[src/rtl/ifetch_pkg.sv]
// Shared types and constants for the MIPS instruction-fetch stage.
package ifetch_pkg;

   typedef enum logic {
      FETCH = 1'b0,
      HOLD  = 1'b1
   } ifetch_state_t;

   localparam logic [31:0] NOP_INSTR        = 32'h0000_0000;  // sll $0,$0,0
   localparam logic [31:0] PC_STEP          = 32'd4;
   localparam logic [31:0] RESET_PC_DEFAULT = 32'h0000_3000;

endpackage

[src/rtl/ifid_reg.sv]
// IF/ID pipeline register: bubble beats load, and neither means hold.
module ifid_reg
   import ifetch_pkg::*;
(
   input  logic        clk,
   input  logic        rst,
   input  logic        load,
   input  logic        bubble,
   input  logic [31:0] pc,
   input  logic [31:0] pcplus,
   input  logic [31:0] instr,
   output logic [31:0] pcD,
   output logic [31:0] pcplusD,
   output logic [31:0] instrD,
   output logic        validD
);

   // NOTE: sequential state uses <= so every register samples pre-edge values.
   always_ff @(posedge clk or posedge rst) begin
      if (rst) begin
         pcD     <= '0;
         pcplusD <= '0;
         instrD  <= NOP_INSTR;
         validD  <= 1'b0;
      end else if (bubble) begin
         // pc fields still track IF so a bubble can be traced in a debugger
         pcD     <= pc;
         pcplusD <= pcplus;
         instrD  <= NOP_INSTR;
         validD  <= 1'b0;
      end else if (load) begin
         pcD     <= pc;
         pcplusD <= pcplus;
         instrD  <= instr;
         validD  <= 1'b1;
      end
   end

endmodule

[src/rtl/ifetch.sv]
// Instruction-fetch stage: PC, fetch handshake FSM, stall buffer and IF/ID register.
module ifetch
   import ifetch_pkg::*;
#(
   parameter logic [31:0] RESET_PC = RESET_PC_DEFAULT
) (
   input  logic        clk,
   input  logic        rst,
   input  logic [31:0] npc_addr,
   input  logic        stall,
   input  logic        flush,
   output logic        imem_req,
   output logic [31:0] imem_addr,
   input  logic        imem_ready,
   input  logic [31:0] imem_rdata,
   output logic [31:0] pc,
   output logic [31:0] pcplus,
   output logic [31:0] pcD,
   output logic [31:0] pcplusD,
   output logic [31:0] instrD,
   output logic        validD,
   output logic        fetch_wait
);

   ifetch_state_t state, state_next;
   logic [31:0]   instr_buf;
   logic          accept;
   logic          capture;
   logic          id_bubble;

   assign pcplus    = pc + PC_STEP;
   assign imem_addr = pc;

   always_ff @(posedge clk or posedge rst) begin
      if (rst) state <= FETCH;
      else     state <= state_next;
   end

   // NOTE: every always_comb output gets a default first, so no latch can form.
   always_comb begin
      state_next = state;
      case (state)
         FETCH: if (imem_ready && stall) state_next = HOLD;
         HOLD:  if (!stall)              state_next = FETCH;
         default:                        state_next = FETCH;
      endcase
   end

   always_comb begin
      imem_req   = 1'b0;
      fetch_wait = 1'b0;
      accept     = 1'b0;
      capture    = 1'b0;
      id_bubble  = flush;
      case (state)
         FETCH: begin
            imem_req   = 1'b1;
            fetch_wait = !imem_ready;
            accept     = imem_ready && !stall;
            capture    = imem_ready && stall;
            if (!imem_ready && !stall) id_bubble = 1'b1;
         end
         HOLD:    accept = !stall;
         default: ;
      endcase
   end

   always_ff @(posedge clk or posedge rst) begin
      if (rst)         pc <= RESET_PC;
      else if (accept) pc <= npc_addr;
   end

   // Response captured during a stall is replayed from here instead of re-fetched
   always_ff @(posedge clk or posedge rst) begin
      if (rst)          instr_buf <= '0;
      else if (capture) instr_buf <= imem_rdata;
   end

   ifid_reg u_ifid (
      .clk     (clk),
      .rst     (rst),
      .load    (accept),
      .bubble  (id_bubble),
      .pc      (pc),
      .pcplus  (pcplus),
      .instr   ((state == HOLD) ? instr_buf : imem_rdata),
      .pcD     (pcD),
      .pcplusD (pcplusD),
      .instrD  (instrD),
      .validD  (validD)
   );

endmodule

[config.mk]
export PLATFORM = sky130hd
export DESIGN_NAME = ifetch
export DESIGN_NICKNAME = d
export VERILOG_FILES = /design/src/rtl/ifetch_pkg.sv /design/src/rtl/ifid_reg.sv /design/src/rtl/ifetch.sv
export SDC_FILE = /design/constraint.sdc
export NUM_CORES = 1
export LEC_CHECK = 0
export CAP_MARGIN = 15
export CORE_MARGIN = 3
export CORE_UTILIZATION = 45
export DETAILED_ROUTE_END_ITERATION = 6
export GPL_ROUTABILITY_DRIVEN = 1
export PLACE_DENSITY = 0.78
export SLEW_MARGIN = 5
export SYNTH_ARGS = -nofsm -noshare
export SYNTH_HDL_FRONTEND = slang
export SYNTH_SLANG_ARGS = --single-unit
export TNS_END_PERCENT = 5
[constraint.sdc]
create_clock -name clk -period 7.05 [get_ports clk]
set_clock_uncertainty 0.05 [all_clocks]
set_input_delay 1.0575 -clock clk [delete_from_list [all_inputs] [get_ports clk]]
set_output_delay 1.0575 -clock clk [all_outputs]
set_load 0.005 [all_outputs]
### Word level (Yosys, flattened, before mapping)

Index checks and enable logic that the tools add are counted.

| storage, ports and cells | value |
|---|---|
| register bits after elaboration | 162 |
| input bits | 69 |
| output and inout bits | 195 |
| word-level logic and storage cells | 33 |

| operators by class | value |
|---|---|
| $add $sub $neg | 1 |
| mux-type cells | 18 |
| bitwise gates (word level) | 1 |
| reductions and logical operators | 6 |

Operators by type and width:

| operator | count |
|---|---|
| two-way mux 32 bit | 7 |
| adder 32 x 3 -> 32 bit (second input constant) | 1 |
| two-way mux 1 bit | 9 |
| one-hot mux 1 bit (2 select lines) | 2 |
| logical AND 1 bit | 3 |
| logical NOT 1 bit | 2 |
| nonzero test 2 bit | 1 |
| NOT 1 bit | 1 |

### Longest topological paths before layout

| logic depth | value |
|---|---|
| depth after elaboration | 5 |
| depth in mapped cells | 6 |

### Hierarchy

From an unflattened synthesis, not the netlist that was laid out.

| second synthesis, totals | value |
|---|---|
| cells, all modules | 539 |
| area total of the unflattened synthesis | 7,403.4 sq um |

Modules (own cells, without submodules):

| module | times used | cells an instance | area an instance (sq um) |
|---|---|---|---|
| ifid_reg | 1 | 243 | 3,733.6 |
| ifetch | 1 | 296 | 3,669.8 |

### Least setup slack after synthesis

No wires, ideal clock.

| path | value |
|---|---|
| path type | register to output |
| from | reg pc[4], in the netlist imem_addr[4] |
| to | out pcplus[18] |
| data arrival time | 1.645 ns |
| slack | 4.297 ns |
| stages on the path, launching flop included | 7 |
| path buffers | 2 |
| cells stage by stage | dfrtp_1 -> and4_1 -> buf_6 -> nand4_4 -> buf_6 -> or4_4 -> nand2_1 |

| on the way | value |
|---|---|
| word-level cells in the longest chain between the ends | 1 |

RTL lines:

| what | RTL line | source |
|---|---|---|
| from (decl) | ifetch.sv:16 | `output logic [31:0] pc,` |
| from (signal assigned) | ifetch.sv:70 | `else if (accept) pc <= npc_addr;` |
| adder 32 x 3 -> 32 bit | ifetch.sv:31 | `assign pcplus = pc + PC_STEP;` |
| to (decl) | ifetch.sv:17 | `output logic [31:0] pcplus,` |

Every way passes these cells.

### Worst setup path after layout

| path | value |
|---|---|
| from | reg pc[4], in the netlist imem_addr[4] |
| to | out pcplus[30] |

Same word-level chain as after synthesis.

==> results.md <==
- Core Region: 0.0154 mm²
- Post-CTS Setup Bufs: 0
- Post-DR vias/cell: 5.28
- Num CTS Buffers: 17
- Critical Path Stages: 5
- Leakage power figure: between 0.004 and 0.005 µW
- Placement Setup Slack: 3.37 ns
- DRT iter0 DRCs: about 250
- Sw Share: 26.5%
- Crit-path cells: and4_1, nand4_4, or4_1, nand2_1, clkdlybuf4s50_1
- Sequential area share after synthesis: 55.5%
- Combinational Power Share: 24.1%
- I/O Buffers: 263
- Top delay family on crit path: simple AND/OR/NAND/NOR gates
- Die Area: 0.0176 mm²
- P_sw: ~730 µW
- Io pins: 264
- Setup WS post-layout: between 2 and 3 ns
- Worst EP required: 5.94 ns
- Vias in the first global route: 5965
- Global-route wire length before repair: around 32 mm
- Run status: completed
- ANT cells: 0
- CP peak stage delay: approximately 0.63 ns
- Worst setup SP type: register
- Synthesized area: 0.00722 mm²
- Max Clk Rate: ~0.24 GHz
- Async S/R FF share, synth: 100%
- Vias: around 5800
- Detailed Routing Iterations Pass 1: 4
- Final hold violation count: 0
- Setup-failing EPs final: 0
- Die W: 133 µm
- Initial antenna violation count: 0
- Layout cell share with drive strength beyond 1: roughly 13%
- Ys flop type: dfrtp_1
- Initial Util: 46.8%
- Worst Tran Pin Value: 1.02 ns
- CTS root buffer: clkbuf_16
- Pin count of the biggest net entering global routing: approximately 90
- Total gr overflow: 0
- Period utilization: 58.4%
- Avg Synthesized Cell Area: 11.0 µm²
- Reg2reg setup slack: 4.45 ns
- FF+latch area: ~0.004 mm²
- Nets: 939
- DRC Markers: 0
- Worst setup path endpoint: pcplus[30]
- DRT antenna net count: 0
- Sequential Power Share: between 40% and 50%
- Number of synthesized flops with an enable pin: 0
- Synth unique cells: 36
- FP Rows: 45
- Slew margin rel.: between 30% and 40%
- Internal: approximately 2000 µW
- Die Ht: 133 µm
- HPWL Detailed: 14.7 mm
- P&R area growth vs syn: 42.7%
- Post-DP Area: 0.00971 mm²
- CP max FO: 13
- Most frequent cells in the layout: clkdlybuf4s50_1, dfrtp_1, nand2_1
- #FFs+latches synth: 160
- Final Power: between 2000 and 3000 µW
- Gate Count Post-Synth: roughly 660
- Syn_nets: 729
- RSZ-0062 raised after global routing: false
- Buf/Inv on CP: 1
- Setup tns final: 0 ns
- Crit end category: output port
- TritonCTS clock tree: done
- Crit path from: imem_addr[4]
- Worst R2R Start: state
- Drt wl/cell: 18.7 µm
- Hold Path Class: reg2reg
- Resized Gates After CTS: 0
- Clock sinks: 160
- WS Path Type: reg2out
- Warning count from the yosys run: 0
- Max-Cap Viols: 0
- Multi-input gate area: 0.00274 mm²
- Clk_lat worst skew: 0.42 ns
- Clock power share: 33.0%
- Depth of the CTS H-tree: 4
- CP Data Arrival Time: 3.01 ns
- PD cells: 269 mW/mm²
- Cells on worst reg2reg path: 3
- Max VDD drop: about 0.15 mV
- Max Transition Viols Final: 0
- Maximum clock path buffer count: 2
- Post-CTS Hold Fix Bufs: 0
- Final Cell Area: 0.0103 mm²
- Tot GR Track Use: 23.2%
- RePlAce Congestion: ~0.87
- Total Wirelength: 20.5 mm
- Slowest-stage cell, CP: or4_1
- FILL cells: 1192
- Util after Layout: between 60 and 70%
- Most common cell after layout, fill and taps aside: clkdlybuf4s50_1
- Clk pin slew, worst setup/hold paths: about 0.06 ns
- Final min period: about 4 ns
- FF-to-FF End: imem_addr[28]
==> per-stage QoR <==
step,instances,hold WS [ns]
2_1_floorplan,659,0.413
3_3_place_gp,1061,0.400
3_5_place_dp,1061,0.404
4_1_cts,1093,0.418
5_1_grt,1093,0.436
6_report,1093,0.414
==> worst min-delay path by stage <==
| stage | slack [ns] | startpoint | endpoint | depth (start not counted) |
|---|---|---|---|---|
| 6_report | 0.41 | u_ifid.pcD[27] | u_ifid.pcD[27] | 2 |
| 3_5_place_dp | 0.40 | u_ifid.pcD[27] | u_ifid.pcD[27] | 2 |
| 5_1_grt | 0.44 | u_ifid.pcplusD[3] | u_ifid.pcplusD[3] | 2 |
| 4_1_cts | 0.42 | u_ifid.pcD[27] | u_ifid.pcD[27] | 2 |
| 2_1_floorplan | 0.41 | u_ifid.pcD[10] | u_ifid.pcD[10] | 2 |
| 3_3_place_gp | 0.40 | u_ifid.pcD[11] | u_ifid.pcD[11] | 2 |
==> cells in the mapped netlist (3+ instances only) <==
cell type	instances	area share [%]
a221o_1	4	0.55
a31oi_1	14	1.2
and3_1	4	0.35
and4_1	7	0.85
buf_1	6	0.31
buf_2	5	0.35
buf_4	38	4.0
buf_6	3	0.47
clkbuf_1	24	1.2
dfrtp_1	158	55
inv_1	6	0.31
mux2_2	72	11
mux2i_1	32	4.4
nand2_1	144	7.5
nand3_1	13	0.90
nand4_1	5	0.43
nor2_1	28	1.5
nor3_1	3	0.21
o21ai_0	40	2.8
o31ai_1	9	0.94
or3_1	4	0.35
or4_1	7	0.73
xnor2_1	10	1.2
xor2_1	5	0.61
==> registers in the layout, summed over array words and instances, names as in the netlist <==
register,count
imem_addr,32
instr_buf,32
u_ifid.instrD,32
u_ifid.pcplusD,32
u_ifid.pcD,30
state,1
u_ifid.validD,1
==> worst min-delay path, cell delays in order, from the launching register on <==
cell and delay, ns:
dfrtp_1 0.34, nand2_1 0.05, nand2_1 0.05
==> layer usage <==
layer	vias to the layer above	track usage (%)	part of all wire, %
met3	27	6.73	8.5
li1	2651	-	-
met2	256	39.5	50
met4	0	7.10	1.5
met5	-	0	0
met1	2842	28.8	40
==> layout make-up <==
type	count	area share, %
clock buffers	23	4.74
well taps	211	2.56
repair buffers	267	25.9
inverters	6	0.267
multi-input cells	417	26.6
flip-flops and latches	160	38.9
clock inverters	9	1.03
==> kinds of logic (layout without fill, tap and decap cells) <==
logic type,after synthesis,in the layout,synth area share [%]
simple gates,225,225,14.2
compound gates,72,72,6.01
flops,160,160,55.5
xor+xnor,15,15,1.82
mux,104,104,15.7
fa+ha+maj,1,1,0.173
buf+inv,82,305,6.64
==> power groups by stage <==
stage | registers, µW | clock network, µW | logic (µW)
2_1_floorplan | 1170 | 0 | 281
3_3_place_gp | 1190 | 0 | 663
3_5_place_dp | 1200 | 0 | 675
4_1_cts | 1190 | 932 | 678
5_1_grt | 1210 | 964 | 719
6_report | 1190 | 914 | 666
(Power assumes the default switching activity.)
